==> src/rtl/mul_pkg.sv <==
// Shared definitions for the execute-stage multiply unit: flag encodings (common with the
// divide unit), FSM state encoding and the default datapath width.
package mul_pkg;

    // Operand/result width shared with the divide unit.
    localparam int unsigned DEFAULT_WIDTH = 64;

    // Operation select, same encoding slot as the divide unit's flag input.
    localparam logic [1:0] FLAG_MUL    = 2'd0;  // low half, unsigned
    localparam logic [1:0] FLAG_MULH   = 2'd1;  // high half, signed x signed
    localparam logic [1:0] FLAG_MULHU  = 2'd2;  // high half, unsigned x unsigned
    localparam logic [1:0] FLAG_MULHSU = 2'd3;  // high half, signed in1 x unsigned in2

    typedef enum logic [1:0] {
        ST_IDLE = 2'd0,
        ST_BUSY = 2'd1,
        ST_FIX  = 2'd2,
        ST_DONE = 2'd3
    } mul_state_e;

    // in1 is treated as signed for MULH and MULHSU.
    function automatic logic flag_in1_signed(input logic [1:0] f);
        return (f == FLAG_MULH) || (f == FLAG_MULHSU);
    endfunction

    // in2 is treated as signed only for MULH.
    function automatic logic flag_in2_signed(input logic [1:0] f);
        return (f == FLAG_MULH);
    endfunction

    // Every operation except MUL returns the upper half of the product.
    function automatic logic flag_high_half(input logic [1:0] f);
        return (f != FLAG_MUL);
    endfunction

endpackage

==> src/rtl/mul_operand_cond.sv <==
// Operand conditioning for seq_multiply: converts both operands to unsigned magnitudes and
// computes the sign of the final product, according to the operation flag.
// The most negative value maps to its unsigned magnitude (2^(WIDTH-1)) without overflow.
module mul_operand_cond
    import mul_pkg::*;
#(
    parameter int unsigned WIDTH = DEFAULT_WIDTH
) (
    input  logic [1:0]       flag,
    input  logic [WIDTH-1:0] in1,
    input  logic [WIDTH-1:0] in2,
    output logic [WIDTH-1:0] mag1,
    output logic [WIDTH-1:0] mag2,
    output logic             res_neg
);

    logic neg1;
    logic neg2;

    // An operand is negative only if the flag treats it as signed and its MSB is set.
    always_comb begin
        neg1    = flag_in1_signed(flag) & in1[WIDTH-1];
        neg2    = flag_in2_signed(flag) & in2[WIDTH-1];
        mag1    = neg1 ? ('0 - in1) : in1;
        mag2    = neg2 ? ('0 - in2) : in2;
        res_neg = neg1 ^ neg2;
    end

endmodule

==> src/rtl/seq_multiply.sv <==
// Iterative shift-add multiplier with valid/ready handshakes on both sides.
// One multiplier bit is consumed per BUSY cycle; a FIX cycle applies the result sign and
// selects the requested half; the result is held in DONE until the consumer takes it.
// Optional build macro SEQ_MULTIPLY_EARLY_TERM_EN: leave BUSY as soon as the remaining
// multiplier bits are all zero (at least one BUSY cycle). Results are unchanged.
module seq_multiply
    import mul_pkg::*;
#(
    parameter int unsigned WIDTH = DEFAULT_WIDTH
) (
    input  logic             clk,
    input  logic             rst,
    input  logic             in_valid,
    output logic             in_ready,
    input  logic [WIDTH-1:0] in1,
    input  logic [WIDTH-1:0] in2,
    input  logic [1:0]       flag,
    output logic             out_valid,
    input  logic             out_ready,
    output logic [WIDTH-1:0] out
);

    localparam int unsigned CNT_W = $clog2(WIDTH) + 1;
    localparam logic [CNT_W-1:0] CNT_LAST = CNT_W'(WIDTH - 1);

    mul_state_e         state;
    logic [1:0]         flag_q;
    logic               neg_q;
    logic [2*WIDTH-1:0] mcand;   // multiplicand, pre-shifted by the iteration count
    logic [WIDTH-1:0]   mplier;  // multiplier, LSB is the bit consumed this cycle
    logic [2*WIDTH-1:0] acc;
    logic [CNT_W-1:0]   cnt;

    logic [WIDTH-1:0]   mag1;
    logic [WIDTH-1:0]   mag2;
    logic               res_neg;

    logic [2*WIDTH-1:0] acc_sum;
    logic [2*WIDTH-1:0] prod_fix;
    logic [WIDTH-1:0]   result;
    logic               busy_last;

    mul_operand_cond #(
        .WIDTH (WIDTH)
    ) u_operand_cond (
        .flag    (flag),
        .in1     (in1),
        .in2     (in2),
        .mag1    (mag1),
        .mag2    (mag2),
        .res_neg (res_neg)
    );

    // Datapath: conditional add, sign fix-up, half select and BUSY exit condition.
    always_comb begin
        acc_sum  = mplier[0] ? (acc + mcand) : acc;
        prod_fix = neg_q ? ('0 - acc) : acc;
        result   = flag_high_half(flag_q) ? prod_fix[2*WIDTH-1:WIDTH] : prod_fix[WIDTH-1:0];
`ifdef SEQ_MULTIPLY_EARLY_TERM_EN
        // Remaining multiplier bits after this shift are zero, so no more adds can happen.
        busy_last = (mplier[WIDTH-1:1] == '0) || (cnt == CNT_LAST);
`else
        busy_last = (cnt == CNT_LAST);
`endif
    end

    // Control FSM and all registered state/outputs; reset aborts any operation in progress.
    always_ff @(posedge clk) begin
        if (rst) begin
            state     <= ST_IDLE;
            in_ready  <= 1'b1;
            out_valid <= 1'b0;
            out       <= '0;
            flag_q    <= FLAG_MUL;
            neg_q     <= 1'b0;
            mcand     <= '0;
            mplier    <= '0;
            acc       <= '0;
            cnt       <= '0;
        end else begin
            case (state)
                ST_IDLE: begin
                    if (in_valid && in_ready) begin
                        flag_q   <= flag;
                        neg_q    <= res_neg;
                        mcand    <= {{WIDTH{1'b0}}, mag1};
                        mplier   <= mag2;
                        acc      <= '0;
                        cnt      <= '0;
                        in_ready <= 1'b0;
                        state    <= ST_BUSY;
                    end
                end
                ST_BUSY: begin
                    acc    <= acc_sum;
                    mcand  <= mcand << 1;
                    mplier <= mplier >> 1;
                    cnt    <= cnt + 1'b1;
                    if (busy_last) begin
                        state <= ST_FIX;
                    end
                end
                ST_FIX: begin
                    out       <= result;
                    out_valid <= 1'b1;
                    state     <= ST_DONE;
                end
                ST_DONE: begin
                    // out keeps its value after the handshake.
                    if (out_valid && out_ready) begin
                        out_valid <= 1'b0;
                        in_ready  <= 1'b1;
                        state     <= ST_IDLE;
                    end
                end
                default: begin
                    state <= ST_IDLE;
                end
            endcase
        end
    end

endmodule

==> config.mk <==
export PLATFORM = sky130hd
export DESIGN_NAME = seq_multiply
export DESIGN_NICKNAME = d
export VERILOG_FILES = /design/src/rtl/mul_pkg.sv /design/src/rtl/mul_operand_cond.sv /design/src/rtl/seq_multiply.sv
export SDC_FILE = /design/constraint.sdc
export NUM_CORES = 1
export LEC_CHECK = 0
export BUFFER_PORTS_ARGS = -buffer_cell sky130_fd_sc_hd__clkbuf_2
export CORE_ASPECT_RATIO = 1.25
export CORE_MARGIN = 2
export CORE_UTILIZATION = 39
export CTS_BUF_LIST = sky130_fd_sc_hd__clkbuf_8
export CTS_CLUSTER_SIZE = 10
export DETAILED_ROUTE_END_ITERATION = 6
export HOLD_SLACK_MARGIN = 0.1
export PLACE_DENSITY_LB_ADDON = 0.05
export SKIP_CTS_REPAIR_TIMING = 1
export SLEW_MARGIN = 30
export SYNTH_ARGS = -nofsm -noshare
export SYNTH_HDL_FRONTEND = slang
export SYNTH_SLANG_ARGS = --single-unit
==> constraint.sdc <==
create_clock -name clk -period 4.1 [get_ports clk]
set_clock_uncertainty 0.1 [all_clocks]
set_input_delay 0.82 -clock clk [delete_from_list [all_inputs] [get_ports clk]]
set_output_delay 0.82 -clock clk [all_outputs]
set_load 0.005 [all_outputs]
==> impl_metrics.yaml <==
routing:
  firstDrtPassIters: 7
  drtIter0Drc: 2523
  dr_total_vias: 32500
  viasPerCell: 5.83
  wire_per_inst_um: 22.0
  ant_nets: 0
  wl_mm: 123
  drc_errors: 0
floorplan:
  dieHeight_um: 313
  rows: 113
  start_util: 0.393
  boundaryPins: 200
  die-area_um2: 78800
  core-area_um2: 75900
  die_x_um: 251
placement:
  gp_congestion: 0.965
  pre_cts_ws_ns: -0.350
  io_buffers: 199
  placed_area_um2: 33500
  dpl.hpwl_mm: 94.7
power_and_ir_drop:
  cellLeakagePower_nw: 14.1
  total_power_mw: 16.2
  p_per_area_nw_per_um2: 461
  vdd_drop_max_mv: 0.566
critical_path:
  end_kind: "register"
  slowest_delay_ns: 0.62
  crit_chain: "buf_4 > or4_1 > or3_4 > nor4_4 > buf_4 > nand2_1 > nor2_1 > nand2_1 > nand3_1 > o21ai_0 > a221oi_1 > buf_4 > a22o_1"
  required_ns: 4.65
  crit_arrival_ns: 4.48
  cp_common_cell: "buf_4"
  worstSetupStartpointType: "register"
  crit_slowest_cell: "or4_1"
  crit_type: "reg -> reg"
  cp_max_fo: 6
yosys:
  synth_cell_types: 98
  yosysTopAreaCell: "dfxtp_1"
  synth_common_cells: "nand2_1 (689), nor2_1 (471), dfxtp_1 (398)"
  synth.most_common_cell: "nand2_1"
  yosysWarningCount: 0
  syn-cell-area_um2: 29900
  synth_top_area_share: 0.267
  ys_async_sr_fraction: 0
  netlist_instances: 4242
  syn-num-nets: 4512
  seq_area_frac_synth: 0.267
  synth-seq-cells: 398
  ys.flop_type: "dfxtp_1"
  avgSynthCellArea_um2: 7.04
  synthTopCellsByArea: "dfxtp_1 (27%), nand2_1 (8.7%), a21oi_1 (6.5%)"
  synth-edff-count: 0
flow_run:
  cap_violations: 0
global_route:
  grt-ovfl-total: 0
  grtUsageTotal: 0.304
  grt_antenna_before_repair: 2
  grt_max_degree: 169
  grt_first_pass_wirelength_mm: 187
  grt_pass1_vias: 30900
finish:
  area_growth_pct: 17.5
  final_nets: 4822
  multi_input_comb_area_um2: 20700
  register_area_um2: 7970
  num-fill-cells: 8040
  drive_gt1_frac: 0.150
  stdcell_area_um2: 35100
timing:
  tightest_slew_ns: 0.954
  finalSetupViolCount: 0
  fmax_mhz: 255
  layout_setup_ws_ns: 0.178
  rsz0062_at_grt: "no"
  slew_viol_final: 0
  fin_crit_ns: 3.92
  fin_crit_sh: 0.957
  slew-limit-headroom: 0.363
  hold_violations: 0
  fin_tns_setup_ns: 0
cts:
  htree_levels: 3
  cts_inserted_buffers: 75
  root_buffer: "clkbuf_8"
  cts_sinks: 398
  ctsLongestPathBuffers: 3
  cts_tree: "done"
  clock_latency_ns: 0.72
  clk_pin_slew_ns: 0.06
status:
  status: "finished, final reports clean"
min_path:
  hold_class: "reg -> reg"
path summary, 6_finish.rpt:
kind         cells after the start                    to  slack (ns)            startpoint
max                             13  out[39]$_SDFFE_PP0P_        0.18  acc[15]$_SDFFE_PP0P_
min                              2  out[53]$_SDFFE_PP0P_        0.34  out[53]$_SDFFE_PP0P_
max reg2reg                     13  out[39]$_SDFFE_PP0P_        0.18  acc[15]$_SDFFE_PP0P_
min reg2reg                      2  out[53]$_SDFFE_PP0P_        0.34  out[53]$_SDFFE_PP0P_
sequential cells by signal (all words and copies together), names as in the netlist:
name       flops
acc          128
flag_q         2
neg_q          1
out_valid      1
in_ready       1
mplier        64
out           64
cnt            7
mcand        128
state          2
cells by family (layout without fill, tap and decap cells):
kind of cell	Yosys count	count (layout)	synth area share
compound gates	1336	1336	0.278
other cells	0	1	0
fa+ha+maj	136	136	0.0572
buf+inv	344	705	0.0445
simple gates	1729	1729	0.265
flops	398	398	0.267
mux	35	35	0.0117
xor+xnor	264	264	0.0774
cells in the final DEF, fill, tap and decap left out, types with 23 or more instances in the layout:
master	n
a211oi_1	25
xnor2_1	143
nand4_1	72
xor2_1	121
nor2_1	467
o41ai_1	23
nand2_1	689
nor3_1	130
a311oi_1	23
buf_4	307
or3_1	30
or4_1	25
nand2b_1	30
mux2i_1	35
a21o_1	51
a22oi_1	121
a31oi_1	46
o211ai_1	54
o21ai_0	364
clkbuf_2	198
o21bai_1	38
nand3_1	84
clkbuf_8	85
nor4_1	59
a21oi_1	388
dfxtp_1	397
o21a_1	25
o31ai_1	37
ha_1	133
inv_1	87
power by group:
group	switching, mW	internal, mW	total [mW]	leakage (nW)
Clock	1.87	2.14	4.01	0.851
Combinational	4.80	2.37	7.17	10.0
Sequential	0.578	4.43	5.01	3.23
Total	7.25	8.94	16.2	14.1
critical path, delay by kind of cell, from the launching register on:
family / cells / cell delay (ns)
buffers and inverters: 3 / 0.53
AOI/OAI and AO/OA: 3 / 0.66
DFF: 1 / 0.31
and+or+nand+nor: 7 / 2.28
metrics by stage:
stage          hold slack, ns  utilization  std cells
2_1_floorplan           0.331            -       4242
3_3_place_gp            0.332        0.441       5448
3_5_place_dp            0.332        0.441       5448
4_1_cts                 0.290        0.461       5576
5_1_grt                 0.349        0.462       5581
6_report                0.336        0.462       5581
layout make-up:
| class | count | area share |
|---|---|---|
| clock buffer | 85 | 0.0333 |
| sequential | 398 | 0.227 |
| tap | 977 | 0.0348 |
| clock inverter | 43 | 0.00852 |
| antenna | 1 | 0.0000713 |
| multi-input combinational | 3500 | 0.591 |
| inverter | 64 | 0.00684 |
| timing repair buffer | 513 | 0.0981 |
routing by layer:
layer  wire [um]  GRT usage  vias to the layer above
met2       57000      0.507                      965
met1       52400      0.379                    15300
li1            -          -                    16000
met3        5750     0.0361                      232
met5          13          0                        -
met4        7390      0.173                        2
Note: power is estimated with default switching activity, not from simulation.
